--- src/rtl/hud_pkg.sv ---
// hud_pkg: shared HUD types (health FSM states, 3-digit BCD) and a constant BCD helper
package hud_pkg;

    typedef enum logic [1:0] {ALIVE, HIT, INVULN, DEAD} health_state_t;

    typedef struct packed {
        logic [3:0] hundreds;
        logic [3:0] tens;
        logic [3:0] ones;
    } bcd3_t;

    function automatic bcd3_t bcd_const(input int v);
        bcd3_t b;
        b.hundreds = 4'((v / 100) % 10);
        b.tens     = 4'((v / 10) % 10);
        b.ones     = 4'(v % 10);
        return b;
    endfunction

endpackage

--- src/rtl/bin2bcd_seq.sv ---
// bin2bcd_seq: iterative double-dabble, 1 load cycle plus W shift cycles
//  clk, reset_n : clock, async active-low reset
//  start, bin   : load bin and (re)start a conversion, even while busy
//  busy, done   : conversion running / one-cycle completion strobe
//  bcd          : last completed result, held between conversions
module bin2bcd_seq
    import hud_pkg::*;
#(
    parameter int W = 7
) (
    input  logic         clk,
    input  logic         reset_n,
    input  logic         start,
    input  logic [W-1:0] bin,
    output logic         busy,
    output logic         done,
    output bcd3_t        bcd
);

    localparam int CW = $clog2(W + 1);

    logic [W-1:0]  sh;
    logic [11:0]   acc;
    logic [11:0]   adj;
    logic [CW-1:0] cnt;

    // add 3 to every digit that is 5 or more before shifting
    always_comb begin
        adj = acc;
        for (int i = 0; i < 3; i++)
            adj[i*4 +: 4] = (acc[i*4 +: 4] >= 4'd5) ? acc[i*4 +: 4] + 4'd3 : acc[i*4 +: 4];
    end

    always_ff @(posedge clk or negedge reset_n) begin
        if (!reset_n) begin
            sh   <= '0;
            acc  <= '0;
            cnt  <= '0;
            busy <= 1'b0;
            done <= 1'b0;
            bcd  <= '0;
        end else begin
            done <= 1'b0;
            if (start) begin
                sh   <= bin;
                acc  <= '0;
                cnt  <= CW'(W);
                busy <= 1'b1;
            end else if (busy) begin
                acc <= {adj[10:0], sh[W-1]};
                sh  <= sh << 1;
                cnt <= cnt - 1'b1;
                if (cnt == CW'(1)) begin
                    busy <= 1'b0;
                    done <= 1'b1;
                    bcd  <= {adj[10:0], sh[W-1]};
                end
            end
        end
    end

endmodule

--- src/rtl/health_controller.sv ---
// health_controller: player health, hit invulnerability and game-over for the HUD
//  clk, reset_n               : clock, async active-low reset
//  vsync, player_collision    : async inputs, 2-FF synchronised, rising edge = frame tick / hit
//  heal_req, restart          : synchronous single-cycle pulses
//  health_hundreds/tens/ones  : BCD digits, updated together when a conversion finishes
//  health_bin                 : binary health
//  invuln, blink, hit_pulse, game_over : status outputs
module health_controller
    import hud_pkg::*;
#(
    parameter int MAX_HEALTH = 100,
    parameter int DAMAGE     = 20,
    parameter int HEAL       = 10,
    parameter int IFRAMES    = 60,
    parameter int BLINK_BIT  = 2,
    localparam int HW        = $clog2(MAX_HEALTH + 1)
) (
    input  logic          clk,
    input  logic          reset_n,
    input  logic          vsync,
    input  logic          player_collision,
    input  logic          heal_req,
    input  logic          restart,
    output logic [3:0]    health_hundreds,
    output logic [3:0]    health_tens,
    output logic [3:0]    health_ones,
    output logic [HW-1:0] health_bin,
    output logic          invuln,
    output logic          blink,
    output logic          hit_pulse,
    output logic          game_over
);

    // counter is wide enough for IFRAMES and for the blink tap
    localparam int IW = ($clog2(IFRAMES + 1) > BLINK_BIT) ? $clog2(IFRAMES + 1) : BLINK_BIT + 1;

    logic [2:0]    vs_s;
    logic [2:0]    col_s;
    logic          frame_tick;
    logic          hit_evt;
    health_state_t state;
    health_state_t state_nxt;
    logic [HW-1:0] health;
    logic [HW-1:0] health_nxt;
    logic [HW-1:0] healed;
    logic [HW-1:0] damaged;
    logic [IW-1:0] iframe_cnt;
    logic [IW-1:0] iframe_nxt;
    logic          conv_start;
    logic          conv_busy;
    logic          conv_done;
    bcd3_t         conv_bcd;
    bcd3_t         digits;

    // two sync flops plus one history flop for rising-edge detection
    always_ff @(posedge clk or negedge reset_n) begin
        if (!reset_n) begin
            vs_s  <= '0;
            col_s <= '0;
        end else begin
            vs_s  <= {vs_s[1:0], vsync};
            col_s <= {col_s[1:0], player_collision};
        end
    end

    assign frame_tick = vs_s[1] & ~vs_s[2];
    assign hit_evt    = col_s[1] & ~col_s[2];

    assign damaged = (32'(health) > 32'(DAMAGE)) ? health - HW'(DAMAGE) : '0;
    assign healed  = (32'(health) + 32'(HEAL) >= 32'(MAX_HEALTH)) ? HW'(MAX_HEALTH) : health + HW'(HEAL);

    always_ff @(posedge clk or negedge reset_n) begin
        if (!reset_n) state <= ALIVE;
        else          state <= state_nxt;
    end

    always_comb begin
        state_nxt = state;
        if (restart) state_nxt = ALIVE;
        else begin
            case (state)
                ALIVE:   if (hit_evt) state_nxt = HIT;
                HIT:     state_nxt = (damaged == '0) ? DEAD : INVULN;
                INVULN:  if (frame_tick && iframe_cnt == IW'(1)) state_nxt = ALIVE;
                default: state_nxt = state;
            endcase
        end
    end

    always_comb begin
        invuln    = state == INVULN;
        game_over = state == DEAD;
        hit_pulse = state == HIT;
        blink     = (state == INVULN) ? iframe_cnt[BLINK_BIT] : 1'b1;
    end

    // a heal loses to a hit arriving in the same ALIVE cycle and is not retried
    always_comb begin
        health_nxt = restart ? HW'(MAX_HEALTH) :
                     (state == HIT) ? damaged :
                     (((state == ALIVE && !hit_evt) || state == INVULN) && heal_req) ? healed :
                     health;
        iframe_nxt = restart ? '0 :
                     (state == HIT && damaged != '0) ? IW'(IFRAMES) :
                     (state == INVULN && frame_tick && iframe_cnt != '0) ? iframe_cnt - 1'b1 :
                     iframe_cnt;
    end

    always_ff @(posedge clk or negedge reset_n) begin
        if (!reset_n) begin
            health     <= HW'(MAX_HEALTH);
            iframe_cnt <= '0;
        end else begin
            health     <= health_nxt;
            iframe_cnt <= iframe_nxt;
        end
    end

    // converter loads the value health is about to take, so the latest change always wins
    assign conv_start = (health_nxt != health) || (restart && conv_busy);

    bin2bcd_seq #(.W(HW)) u_bcd (
        .clk     (clk),
        .reset_n (reset_n),
        .start   (conv_start),
        .bin     (health_nxt),
        .busy    (conv_busy),
        .done    (conv_done),
        .bcd     (conv_bcd)
    );

    always_ff @(posedge clk or negedge reset_n) begin
        if (!reset_n)       digits <= bcd_const(MAX_HEALTH);
        else if (conv_done) digits <= conv_bcd;
    end

    assign health_hundreds = digits.hundreds;
    assign health_tens     = digits.tens;
    assign health_ones     = digits.ones;
    assign health_bin      = health;

endmodule

--- config.mk ---
export PLATFORM = sky130hd
export DESIGN_NAME = health_controller
export DESIGN_NICKNAME = d
export VERILOG_FILES = /design/src/rtl/hud_pkg.sv /design/src/rtl/bin2bcd_seq.sv /design/src/rtl/health_controller.sv
export SDC_FILE = /design/constraint.sdc
export NUM_CORES = 1
export LEC_CHECK = 0
export CORE_UTILIZATION = 35
export CTS_CLUSTER_DIAMETER = 60
export DETAILED_ROUTE_END_ITERATION = 8
export PLACE_DENSITY_LB_ADDON = 0.15
export SLEW_MARGIN = 25
export SYNTH_ARGS = -nofsm -noshare
export SYNTH_HDL_FRONTEND = slang
export SYNTH_SLANG_ARGS = --single-unit
--- constraint.sdc ---
create_clock -name clk -period 4 [get_ports clk]
set_clock_uncertainty 0.1 [all_clocks]
set_input_delay 0.8 -clock clk [delete_from_list [all_inputs] [get_ports clk]]
set_output_delay 0.8 -clock clk [all_outputs]
set_load 0.03 [all_outputs]
# Word level (Yosys, flattened, before mapping)
# Index checks and enable logic that the tools add are counted.
[totals]
register_bits = 69
latchBits = 0
ramBits = 0
romBits = 0
in_bits = 6
mem_count = 0
[op_classes]
addsub = 8
multipliers = 0
div_mod_pow = 0
order_cmp = 5
n_eq_ne = 8
shifts = 0
n_mux = 29
bitwise_logic = 5
reduce_logical = 19
[op_table]
columns = ["op", "count"]
rows = [
  ["$mux W7", 7],
  ["$mux W12", 2],
  ["$mux W6", 3],
  ["$ge A4 B3 Y1 const B", 3],
  ["$mux W3", 3],
  ["$add A4 B2 Y4 const B", 2],
  ["$add A7 B4 Y8 const B", 1],
  ["$ge A8 B7 Y1 const B", 1],
  ["$mux W1", 8],
  ["$mux W4", 2],
  ["$add A7 B4 Y7 const B", 1],
  ["$gt A7 B5 Y1 const B", 1],
  ["$logic_and A1 B1 Y1", 7],
  ["$logic_not A7 Y1", 1],
  ["$ne A7 B7 Y1", 1],
  ["$reduce_bool A7 Y1", 1],
  ["$sub A7 B5 Y7 const B", 1],
  ["$eq A6 B1 Y1 const B", 1],
  ["$mux W2", 3],
  ["$pmux W2 S3", 1],
  ["$reduce_and A3 Y1", 2],
  ["$reduce_bool A6 Y1", 1],
  ["$sub A6 B1 Y6 const B", 1],
  ["$eq A2 B2 Y1 const B", 2],
  ["other kinds (14)", 18],
]

# Longest topological paths before layout
# Gate-level depths: netlist of the first run.
[logic_depth]
word_depth = 13
mapped_depth = 13

# By module
# From an unflattened synthesis of the first run, not the netlist that was laid out.
[hier_totals]
cells_unflattened = 397
area_unflattened_um2 = 3896.2
[modules_own_cells]
columns = ["mod", "n_inst", "cells_per_inst", "area_per_inst_um2", "seq_area_each_um2"]
rows = [
  ["health_controller", 1, 213, 2004.4, 830.8],
  ["bin2bcd_seq", 1, 184, 1891.8, 900.9],
]

# Worst setup path before layout of the first run
# No wires, ideal clock.
[synth_path]
path_kind = "reg2reg"
startpoint = "register health[1], in the netlist health_bin[1]"
endpoint = "register u_bcd.bcd[0] in the netlist's numbering"
arrival_time_ns = 3.355
required_time_ns = 3.775
path_slack_ns = 0.419
path_stages_with_launch = 14
synth_period_minus_slack_ns = 3.581
cell_sequence = "dfrtp_1 > buf_2 > inv_1 > ha_1 > nor3b_1 > o41a_1 > a31oi_2 > nor2_1 > a31oi_1 > nand4_1 > or3_1 > buf_2 > buf_6 > mux2_4"
[synth_via]
elab_chain_cells = 10
elab_cells_between_ends = 14
classes_between = "add/sub: 3; order compare: 2; eq/ne: 1; mux: 5; bitwise: 1; reduce/logical: 2"
[synth_lines]
columns = ["element", "line", "text"]
rows = [
  ["start, declared", "health_controller.sv:43", "logic [HW-1:0] health;"],
  ["start signal, assigned", "health_controller.sv:111", "health <= HW'(MAX_HEALTH);"],
  ["start signal, assigned", "health_controller.sv:114", "health <= health_nxt;"],
  ["$add A7 B4 Y8", "health_controller.sv:70", "assign healed = (32'(health) + 32'(HEAL) >= 32'(MAX_HEALTH)) ? HW'(MAX_HEALTH) : health + HW'(HEAL);"],
  ["$ge A8 B7 Y1", "health_controller.sv:70", ""],
  ["$mux W7", "health_controller.sv:70", ""],
  ["$mux W7", "health_controller.sv:101", "(((state == ALIVE && !hit_evt) || state == INVULN) && heal_req) ? healed :"],
  ["$mux W7", "health_controller.sv:100", "(state == HIT) ? damaged :"],
  ["$mux W7", "health_controller.sv:99", "health_nxt = restart ? HW'(MAX_HEALTH) :"],
  ["$ne A7 B7 Y1 *", "health_controller.sv:120", "assign conv_start = (health_nxt != health) || (restart && conv_busy);"],
  ["$logic_or A1 B1 Y1 *", "health_controller.sv:120", ""],
  ["$not A1 Y1 (no line) *", "-", ""],
  ["$reduce_and A3 Y1 (no line) *", "-", ""],
  ["end signal, assigned", "bin2bcd_seq.sv:56", "bcd <= {adj[10:0], sh[W-1]};"],
  ["end, declared", "bin2bcd_seq.sv:17", "output bcd3_t bcd"],
]
# Mark *: on every way between the ends. The rest lies on a longest branch, timed or not.
# A chain may end at the register's enable or synchronous reset.

# Worst setup path after layout of the first run
[layout_path]
startpoint = "register health[2], in the netlist health_bin[2]"
endpoint = "register u_bcd.bcd[7] in the netlist's numbering"
# The elaborated chain is that of the path after synthesis.

==> metrics.md, run 1 <==
| Metric | Value |
|---|---|
| Status | `complete, no violations` |
| Core area | `10500 µm²` |
| R2r endpoint | `u_bcd.bcd[7]$_DFFE_PN0P_` |
| Count of final hold-check violations | `0` |
| Net Sw Frac | `0.301` |
| Final count of pins violating max slew | `0` |
| HPWL after DPL | `5690 µm` |
| Part of the power in registers | `0.444` |
| Hold-fix buffers, CTS | `0` |
| I/O Pins | `29` |
| Critical path startpoint category | `flop` |
| Slew HR | `0.435` |
| Max Cap Viol | `0` |
| Worst-path cell chain | `ha_1 -> nor3b_1 -> o41a_1 -> a31oi_2 -> nor2_1 -> a31oi_1 -> nand4_1 -> or3_1 -> buf_4 -> mux2_4` |
| Dpl cells | `532` |
| Clock network fraction of total power | `0.358` |
| Setup tns final | `0 ns` |
| Reg-to-reg critical path startpoint | `health_bin[2]$_DFF_PN1_` |
| Clock Pin Slew Worst Setup and Hold Paths | `0.08 ns` |
| R2R depth | `10` |
| Synth Instances | `378` |
| Fin crit share | `0.893` |
| Starting Density | `0.364` |
| Setup violators final | `0` |
| PwrDens | `404 nW/µm²` |
| Crit Path Class | `reg2reg` |
| CP arrival | `3.71 ns` |
| Die span in x | `106 µm` |
| H-tree Lvls | `3` |
| Most frequent cells in the layout | `dfrtp_1, nor2_1, nand2_1` |
| Post-Synthesis Cell Area | `3810 µm²` |
| Crit path required time | `4.13 ns` |
| Number of synthesized register bits | `69` |
| Setup crit end kind | `flop` |
| P&R area growth vs syn | `16.9%` |
| Syn Nets | `399` |
| Vias in the first global route | `2982` |
| CP max FO | `15` |
| Dpl ws | `0.451 ns` |
| Die Y | `106 µm` |
| Sequential element share of the synthesized area | `0.454` |
| Post-CTS Setup Inserts | `0` |
| First-pass GRT wire length | `14800 µm` |
| Netlist cell types | `61` |
| Via count | `2931` |
| Full die area | `11300 µm²` |
| Number of antenna-violating nets in the routed design | `0` |
| Part of the power in combinational logic | `0.198` |
| CP startpoint | `health_bin[2]$_DFF_PN1_` |
| Clk root buf | `clkbuf_8` |
| CTS buffer count | `9` |
| Post-synth EDFFs | `0` |
| Synth warn | `0` |
| Period minus WS final | `3.57 ns` |
| FF-to-FF setup slack | `0.43 ns` |
| GPL Wtd Cong | `0.894` |
| Min setup slack post-route | `0.426 ns` |
| NumNets Final | `428` |
| CTS resizes | `0` |
| RSZ-0062 raised after global routing | `no` |
| Drt drc | `0` |
| Sink Count | `69` |
| Delay of the slowest critical-path stage | `0.71 ns` |
| Async S/R FF share, synth | `1.00` |
| Clock Latency Late Sink | `0.35 ns` |
| FP Rows | `37` |
| Hold Path Class | `reg2reg` |
| DR pass1 iterations | `4` |
| Commonest non-fill, non-tap cell in the layout | `dfrtp_1` |
| Slowest cell on the critical path | `dfstp_2` |
| CP Capture Point | `u_bcd.bcd[7]$_DFFE_PN0P_` |
| GRT Util Overall | `0.165` |
| Drt first-iter violations | `133` |
| Power Total | `0.00180 W` |
| Worst vdd ir | `0.180 mV` |
| Share of layout cells above drive strength 1 | `0.153` |
| Initial antenna violation count | `0` |
| Number of diodes | `0` |
| Post-synth top flop | `dfrtp_1` |
| Slew @ Worst Pin | `0.839 ns` |
| Internal power | `0.00126 W` |
| CTS tree | `yes` |
| Highest clock rate | `280 MHz` |
| Congestion Overflow GR | `0` |
| Largest net degree at the start of global routing | `36` |
| Static leakage | `1.97 nW` |
| Final wirelength | `8580 µm` |
| Finished Layout Cells | `548` |
| Switching Power | `0.000542 W` |
| Port-buffer cells | `28` |
| Via density | `5.35` |
| Avg Inst Size Synth | `10.1 µm²` |
| Clock Tree Buf Depth | `2` |
| Wire per inst | `15.7 µm` |
## synth_stat cells, types with 3 or more instances
cell type | count | area (µm²)
nand3_1 | 4 | 20.0
buf_2 | 4 | 20.0
mux2_2 | 15 | 169
a22oi_1 | 10 | 75.1
dfrtp_1 | 65 | 1630
a32oi_1 | 4 | 35.0
a311o_1 | 3 | 30.0
o31ai_1 | 4 | 30.0
o21ai_0 | 22 | 110
mux2_4 | 9 | 135
o211ai_1 | 3 | 22.5
inv_1 | 20 | 75.1
mux2i_1 | 3 | 30.0
o22ai_1 | 4 | 25.0
xnor2_1 | 9 | 78.8
a21boi_0 | 3 | 22.5
nand2b_1 | 10 | 62.6
o21a_1 | 3 | 22.5
nor3b_1 | 3 | 22.5
ha_1 | 15 | 188
o21ai_1 | 3 | 15.0
clkbuf_1 | 11 | 41.3
a211oi_1 | 3 | 22.5
nor4_1 | 4 | 25.0
o32ai_1 | 3 | 26.3
nor2_1 | 38 | 143
a21oi_1 | 15 | 75.1
a221o_1 | 3 | 30.0
nor2b_1 | 4 | 25.0
a221oi_1 | 4 | 35.0
nor3_1 | 4 | 20.0
nand2_1 | 29 | 109
dfstp_2 | 4 | 105
## state kept, by name, indices dropped and copies added, names as in the netlist
register,flops
u_bcd.sh,7
state,2
health_bin,7
health_tens,4
col_s,3
iframe_cnt,6
u_bcd.acc,12
u_bcd.cnt,3
u_bcd.bcd,12
u_bcd.done,1
vs_s,3
u_bcd.busy,1
health_ones,4
health_hundreds,4
## power groups by stage
stage	combinational, W	sequential, W	clock [W]
3_3_place_gp	0.000358	0.000809	0
4_1_cts	0.000360	0.000798	0.000662
5_1_grt	0.000400	0.000805	0.000688
3_5_place_dp	0.000358	0.000810	0
2_1_floorplan	0.000254	0.000801	0
6_report	0.000357	0.000798	0.000644
## worst max-delay path: cells and delay by family (launching register included)
family / cells / cell delay, ns
mux: 1 / 0.32
fa+ha+maj: 1 / 0.35
buf+inv: 1 / 0.22
compound gates: 3 / 0.91
flops: 1 / 0.71
simple gates: 4 / 0.85
## kinds of logic after synthesis
group           share of synthesized area
simple gates                        0.135
mux                                0.0876
fa+ha+maj                          0.0492
xor+xnor                           0.0230
flops                               0.454
buf+inv                            0.0496
compound gates                      0.202
## through the flow
step / cell area [µm²] / utilization / hold slack [ns]
2_1_floorplan: 3810 / - / 0.231
5_1_grt: 4460 / 0.426 / 0.268
3_5_place_dp: 4230 / 0.405 / 0.238
6_report: 4460 / 0.426 / 0.259
3_3_place_gp: 4230 / 0.405 / 0.237
4_1_cts: 4460 / 0.426 / 0.257
## worst min-delay path by stage
stage	startpoint	end	slack, ns	cells past startpoint
global placement	col_s[0]$_DFF_PN0_	col_s[1]$_DFF_PN0_	0.24	0
detailed placement	col_s[0]$_DFF_PN0_	col_s[1]$_DFF_PN0_	0.24	0
finish	col_s[0]$_DFF_PN0_	col_s[1]$_DFF_PN0_	0.26	0
global route	vs_s[0]$_DFF_PN0_	vs_s[1]$_DFF_PN0_	0.27	0
floorplan	col_s[0]$_DFF_PN0_	col_s[1]$_DFF_PN0_	0.23	0
CTS	col_s[0]$_DFF_PN0_	col_s[1]$_DFF_PN0_	0.26	0
## per-layer routing
metal  part of all wire  track usage  vias up
li1                   -            -     1424
met3              0.053       0.0405       10
met5                  0            0        -
met2               0.44        0.250       88
met4              0.014       0.0605        0
met1               0.49        0.229     1409
## layout make-up
class	instances	area (µm²)
clock inverters	5	82.6
multi-input cells	266	1890
clock buffers	11	141
inverters	22	82.6
well taps	136	170
repair buffers	39	358
fillers	1053	6000
flip-flops and latches	69	1730
Note: power is estimated with default switching activity, not from simulation.
==> run 2: changes to the inputs <==
Clock period 4 ns to 3 ns, I/O delays scaled along.
==> run 2 against run 1 <==
The run now ends with negative setup slack left. Setup slack worse by 0.61 ns. Hold slack worse by 0.11 ns. Power up 37%. Critical path type unchanged. Critical endpoint is now u_bcd.bcd[11]$_DFFE_PN0P_.
==> metrics.md, run 2 (same netlist as run 1, synthesis figures left out) <==
| Metric | Value |
|---|---|
| Clock Tree Buf Depth | `2 (unchanged)` |
| Slew HR | `0.606 (+0.171)` |
| PwrDens | `509 nW/µm² (+26%)` |
| Drt drc | `0 (unchanged)` |
| Final Util | `0.463 (+0.0370)` |
| Crit Path Class | `reg2reg` |
| Final count of pins violating max slew | `0 (unchanged)` |
| H-tree Lvls | `3 (unchanged)` |
| Clock Pin Slew Worst Setup and Hold Paths | `0.08 ns (about the same)` |
| R2R depth | `10 (unchanged)` |
| RSZ-0062 raised after global routing | `yes` |
| Final wirelength | `9190 µm (+7.1%)` |
| Fin crit share | `1.06 (+0.168)` |
| Hold-fix buffers, CTS | `0 (unchanged)` |
| Vias in the first global route | `3000 (+0.60%)` |
| First-pass GRT wire length | `15500 µm (+4.5%)` |
| R2r endpoint | `u_bcd.bcd[11]$_DFFE_PN0P_` |
| HPWL after DPL | `6400 µm (+13%)` |
| Sink Count | `69 (unchanged)` |
| Period minus WS final | `3.18 ns (-0.391 ns)` |
| Number of antenna-violating nets in the routed design | `0 (unchanged)` |
| CTS tree | `yes` |
| Via count | `3082 (+5.2%)` |
| Count of final hold-check violations | `0 (unchanged)` |
| GPL Wtd Cong | `0.926 (+3.5%)` |
| Drt first-iter violations | `218 (+64%)` |
| Most frequent cells in the layout | `dfrtp_1, buf_4, nor2_1` |
| CP max FO | `13 (-2)` |
| Design Area, Final | `4840 µm² (+8.7%)` |
| NumNets Final | `468 (+9.3%)` |
| Die span in x | `106 µm (unchanged)` |
| FF-to-FF setup slack | `-0.18 ns (-0.61 ns)` |
| CP arrival | `3.32 ns (-0.39 ns)` |
| Clk root buf | `clkbuf_8` |
| Min setup slack post-route | `-0.183 ns (-0.609 ns)` |
| Max Cap Viol | `0 (unchanged)` |
| Port-buffer cells | `28 (unchanged)` |
| DP Area | `4580 µm² (+8.2%)` |
| Failing checks | `negative setup slack` |
| FP Rows | `37 (unchanged)` |
| Hold Path Class | `in2async` |
| Die Y | `106 µm (unchanged)` |
| Slew @ Worst Pin | `0.586 ns (-0.253 ns)` |
| Clock Latency Late Sink | `0.36 ns (about the same)` |
| Core area | `10500 µm² (unchanged)` |
| P&R area growth vs syn | `27.1%` |
| Crit path required time | `3.14 ns (-0.99 ns)` |
| Via density | `5.24 (-2.0%)` |
| Static leakage | `2.17 nW (+10%)` |
| Setup crit end kind | `flop` |
| CTS buffer count | `9 (unchanged)` |
| Congestion Overflow GR | `0 (unchanged)` |
| Number of diodes | `0 (unchanged)` |
| GRT Util Overall | `0.177 (+0.0111)` |
| Critical path startpoint category | `flop` |
| Largest net degree at the start of global routing | `70 (+94%)` |
| Commonest non-fill, non-tap cell in the layout | `dfrtp_1` |
| Top flop regs | `u_bcd.acc: 12 flops, u_bcd.bcd: 12 flops` |
| Initial antenna violation count | `0 (unchanged)` |
| Full die area | `11300 µm² (unchanged)` |
| Starting Density | `0.364 (unchanged)` |
| Highest clock rate | `314 MHz (+12%)` |
| Share of layout cells above drive strength 1 | `0.254 (+0.102)` |
| DR pass1 iterations | `5 (+1)` |
| I/O Pins | `29 (unchanged)` |
| Setup violators final | `17 (+17)` |
| Wire per inst | `15.6 µm (-0.21%)` |
| Worst vdd ir | `0.302 mV (+68%)` |
| Reg-to-reg critical path startpoint | `health_bin[2]$_DFF_PN1_` |
| Status | `complete, but fails checks` |
run 2: worst max-delay path, stage by stage, from the launching register on:
cell	delay (ns)
dfstp_2	0.60
ha_4	0.23
and4b_1	0.18
o41a_1	0.44
a31oi_4	0.27
o311ai_2	0.15
o21ai_1	0.10
nand4_1	0.16
or3_4	0.37
buf_12	0.16
mux2_4	0.30
run 2: how the worst max path moves through the flow:
stage | cells after the start | slack, ns | from | to
floorplan | 11 | -0.26 | health_bin[2]$_DFF_PN1_ | u_bcd.bcd[0]$_DFFE_PN0P_
global placement | 11 | -0.19 | health_bin[2]$_DFF_PN1_ | u_bcd.sh[4]$_DFFE_PN0P_
detailed placement | 11 | -0.18 | health_bin[2]$_DFF_PN1_ | u_bcd.sh[4]$_DFFE_PN0P_
CTS | 10 | -0.16 | health_bin[2]$_DFF_PN1_ | u_bcd.bcd[11]$_DFFE_PN0P_
global route | 10 | -0.28 | health_bin[2]$_DFF_PN1_ | u_bcd.bcd[11]$_DFFE_PN0P_
finish | 10 | -0.18 | health_bin[2]$_DFF_PN1_ | u_bcd.bcd[11]$_DFFE_PN0P_
run 2: power breakdown:
part / internal [W] / total (W) / switching, W / leakage, nW
sequential: 0.000997 / 0.00106 / 0.0000606 / 0.895
combinational: 0.000289 / 0.000630 / 0.000341 / 1.18
clock: 0.000388 / 0.000778 / 0.000390 / 0.0971
run 2: area by class of cell:
type | instances | area (µm²)
Fill cell | 1005 | 5620
Inverter | 22 | 85.1
Timing Repair Buffer | 79 | 703
Sequential cell | 69 | 1730
Multi-Input combinational cell | 266 | 1950
Tap cell | 136 | 170
Clock buffer | 9 | 124
Clock inverter | 7 | 75.1
run 2: metrics by stage:
step / std cells / TNS [ns] / hold slack, ns / total power [W] / setup slack [ns]
floorplan: 378 / -2.71 / 0.204 / 0.00143 / -0.265
global placement: 570 / -2.78 / 0.232 / 0.00165 / -0.191
detailed placement: 570 / -2.65 / 0.236 / 0.00165 / -0.178
CTS: 587 / -1.97 / 0.160 / 0.00246 / -0.160
global route: 588 / -4.77 / 0.180 / 0.00260 / -0.279
finish: 588 / -2.27 / 0.145 / 0.00247 / -0.183
run 2: metal layers:
metal  wire length (µm)  track usage  part of all wire
met1               4590        0.256              0.50
met2               3940        0.254              0.43
met3                481       0.0399             0.052
met4                171       0.0665             0.019
met5                  0            0                 0
run 2: timing repair:
item,CTS,global route
pin swaps,2,3
setup buffers,1,1
setup endpoints to repair,25,24
resized for setup,6,5
==> run 3: changes to the inputs <==
Settings changed: CORE_ASPECT_RATIO set to 1.25.
==> run 3 against run 2 <==
The flow still finishes with violations (negative setup slack). Sequential share of layout area down 0.64 points. Non-clock buffer count is 2 lower. Fmax is 2.2% higher. Register-to-register slack improved by 0.07 ns. Global-route usage grew 0.34 points. Clock power grew 47%. Hold slack gained 0.035 ns. Sequential power about the same. Critical path depth did not move. Largest power group is now clock.
==> metrics.md, run 3 (same netlist as run 1, synthesis figures left out) <==
| Metric | Value |
|---|---|
| Max Cap Viol | `0 (unchanged)` |
| Crit path required time | `3.11 ns (-0.03 ns)` |
| NumNets Final | `466 (-0.43%)` |
| Number of antenna-violating nets in the routed design | `0 (unchanged)` |
| Die span in x | `95.4 µm (-10%)` |
| Internal power | `0.00199 W (+19%)` |
| Most frequent cells in the layout | `dfrtp_1, buf_4, nor2_1` |
| Wire per inst | `15.8 µm (+1.3%)` |
| Largest net degree at the start of global routing | `30 (-57%)` |
| Status | `complete, but fails checks` |
| Congestion Overflow GR | `0 (unchanged)` |
| RSZ-0062 raised after global routing | `yes` |
| Number of diodes | `0 (unchanged)` |
| Worst path depth | `10 (unchanged)` |
| Critical path startpoint category | `flop` |
| Crit Path Class | `reg2reg` |
| Commonest non-fill, non-tap cell in the layout | `dfrtp_1` |
| Part of the power in registers | `0.379 (-0.050)` |
| CP max FO | `13 (unchanged)` |
| CP arrival | `3.23 ns (-0.09 ns)` |
| Clock Tree Buf Depth | `2 (unchanged)` |
| HPWL after DPL | `6720 µm (+5.0%)` |
| R2r endpoint | `u_bcd.bcd[3]$_DFFE_PN0P_` |
| Clock Latency Late Sink | `0.33 ns (-0.03 ns)` |
| Die Y | `119 µm (+12%)` |
| Via density | `5.32 (+1.6%)` |
| DR pass1 iterations | `4 (-1)` |
| Slew @ Worst Pin | `0.615 ns (+0.0290 ns)` |
| R2R depth | `10 (unchanged)` |
| Failing checks | `negative setup slack` |
| I/O Pins | `29 (unchanged)` |
| FF-to-FF setup slack | `-0.11 ns (+0.07 ns)` |
| Dpl ws | `-0.191 ns (-0.0139 ns)` |
| GPL Wtd Cong | `0.880 (-4.9%)` |
| GRT Util Overall | `0.180 (+0.00343)` |
| Worst vdd ir | `0.374 mV (+24%)` |
| P&R area growth vs syn | `29.4%` |
| Full die area | `11300 µm² (about the same)` |
| Sink Count | `69 (unchanged)` |
| Clk root buf | `clkbuf_16` |
| Switching Power | `0.000799 W (+0.94%)` |
| Hold Path Class | `in2async` |
| FP Rows | `42 (+14%)` |
| PwrDens | `566 nW/µm² (+11%)` |
| Starting Density | `0.359 (-0.00524)` |
| CP top delay family | `compound AO/OA/AOI/OAI gates` |
| Final wirelength | `9220 µm (+0.32%)` |
| Delay of the slowest critical-path stage | `0.58 ns (-0.02 ns)` |
| Final count of pins violating max slew | `0 (unchanged)` |
| Period minus WS final | `3.11 ns (-0.0699 ns)` |
| Clock Pin Slew Worst Setup and Hold Paths | `0.05 ns (-0.03 ns)` |
| Drt drc | `0 (unchanged)` |
| Top flop regs | `u_bcd.acc: 12 flops, u_bcd.bcd: 12 flops` |
| Static leakage | `2.22 nW (+2.2%)` |
| Setup crit end kind | `flop` |
| Count of final hold-check violations | `0 (unchanged)` |
| Setup tns final | `-1.33 ns (+0.936 ns)` |
| Part of the power in combinational logic | `0.213 (-0.043)` |
| Slew HR | `0.590 (-0.0159)` |
| First-pass GRT wire length | `15700 µm (+1.3%)` |
| Drt first-iter violations | `129 (-41%)` |
| Final Util | `0.465 (+0.00171)` |
| CTS tree | `yes` |
| Net Sw Frac | `0.286 (-0.0348)` |
| Power Total | `0.00279 W (+13%)` |
| Crit path buffers/inverters | `1 (unchanged)` |
| Fin crit share | `1.04 (-0.0233)` |
| Highest clock rate | `321 MHz (+2.2%)` |
| Worst-path cell chain | `ha_4 -> and4b_1 -> o41a_1 -> a31oi_4 -> nor2_4 -> a31oi_1 -> nand4_1 -> or3_4 -> buf_12 -> mux2_4` |
| H-tree Lvls | `3 (unchanged)` |
| Slowest cell on the critical path | `dfstp_2` |
| CTS buffer count | `9 (unchanged)` |
| Core area | `10600 µm² (+1.5%)` |
| Reg-to-reg critical path startpoint | `health_bin[2]$_DFF_PN1_` |
| Clock network fraction of total power | `0.408 (+0.092)` |
| Initial antenna violation count | `0 (unchanged)` |
| Share of layout cells above drive strength 1 | `0.244 (-0.00998)` |
| Setup violators final | `13 (-4)` |
| Min setup slack post-route | `-0.113 ns (+0.0699 ns)` |
| Vias in the first global route | `3221 (+7.4%)` |
| Port-buffer cells | `28 (unchanged)` |
| Via count | `3099 (+0.55%)` |
## run 3: cell count changes in the layout (fill, tap and decap cells not counted), moves of 2 or more
cell       delta
buf_4         -3
clkbuf_16     +9
clkbuf_8      -9
ha_1          +2
## run 3: through the flow
step                      instances  hold WS [ns]  cell area [µm²]
after floorplan                 378         0.204             3880
after global placement          565         0.232             4590
after detailed placement        565         0.241             4590
after CTS                       581         0.197             4930
after global routing            582         0.220             4930
final                           582         0.180             4930
## run 3: routing by layer
layer / track usage / part of all wire / vias to the layer above
met2: 0.302 / 0.50 / 66
met4: 0.0682 / 0.030 / 0
met1: 0.218 / 0.43 / 1506
met5: 0 / 0 / -
li1: - / - / 1504
met3: 0.0431 / 0.038 / 23
## run 3: cell type report
cell class,count,area [µm²]
tap,132,165
fill,1000,5680
timing repair buffer,77,697
clock buffer,9,225
sequential,69,1730
inverter,22,85.1
multi-input combinational,266,1930
clock inverter,7,98.8
## run 3: repair_timing
item	4_1_cts	5_1_grt
buffers inserted	0	1
pin swaps	2	1
endpoints found under the hold margin	0	0
resized for setup	2	1
hold buffers	0	0
setup endpoints to repair	16	31
## run 3: power by group through the flow
stage / Clock [W] / Sequential, W / Combinational, W
final: 0.00114 / 0.00106 / 0.000596
after global placement: 0 / 0.00107 / 0.000588
after detailed placement: 0 / 0.00107 / 0.000589
after floorplan: 0 / 0.00107 / 0.000359
after CTS: 0.00117 / 0.00106 / 0.000596
after global routing: 0.00120 / 0.00107 / 0.000660
## run 3: how the worst max path moves through the flow
stage	start	end	slack, ns
floorplan	health_bin[2]$_DFF_PN1_	u_bcd.bcd[0]$_DFFE_PN0P_	-0.26
CTS	health_bin[2]$_DFF_PN1_	u_bcd.bcd[5]$_DFFE_PN0P_	-0.14
finish	health_bin[2]$_DFF_PN1_	u_bcd.bcd[3]$_DFFE_PN0P_	-0.11
global placement	restart	u_bcd.bcd[3]$_DFFE_PN0P_	-0.18
detailed placement	restart	u_bcd.bcd[5]$_DFFE_PN0P_	-0.19
global route	health_bin[2]$_DFF_PN1_	u_bcd.bcd[0]$_DFFE_PN0P_	-0.22
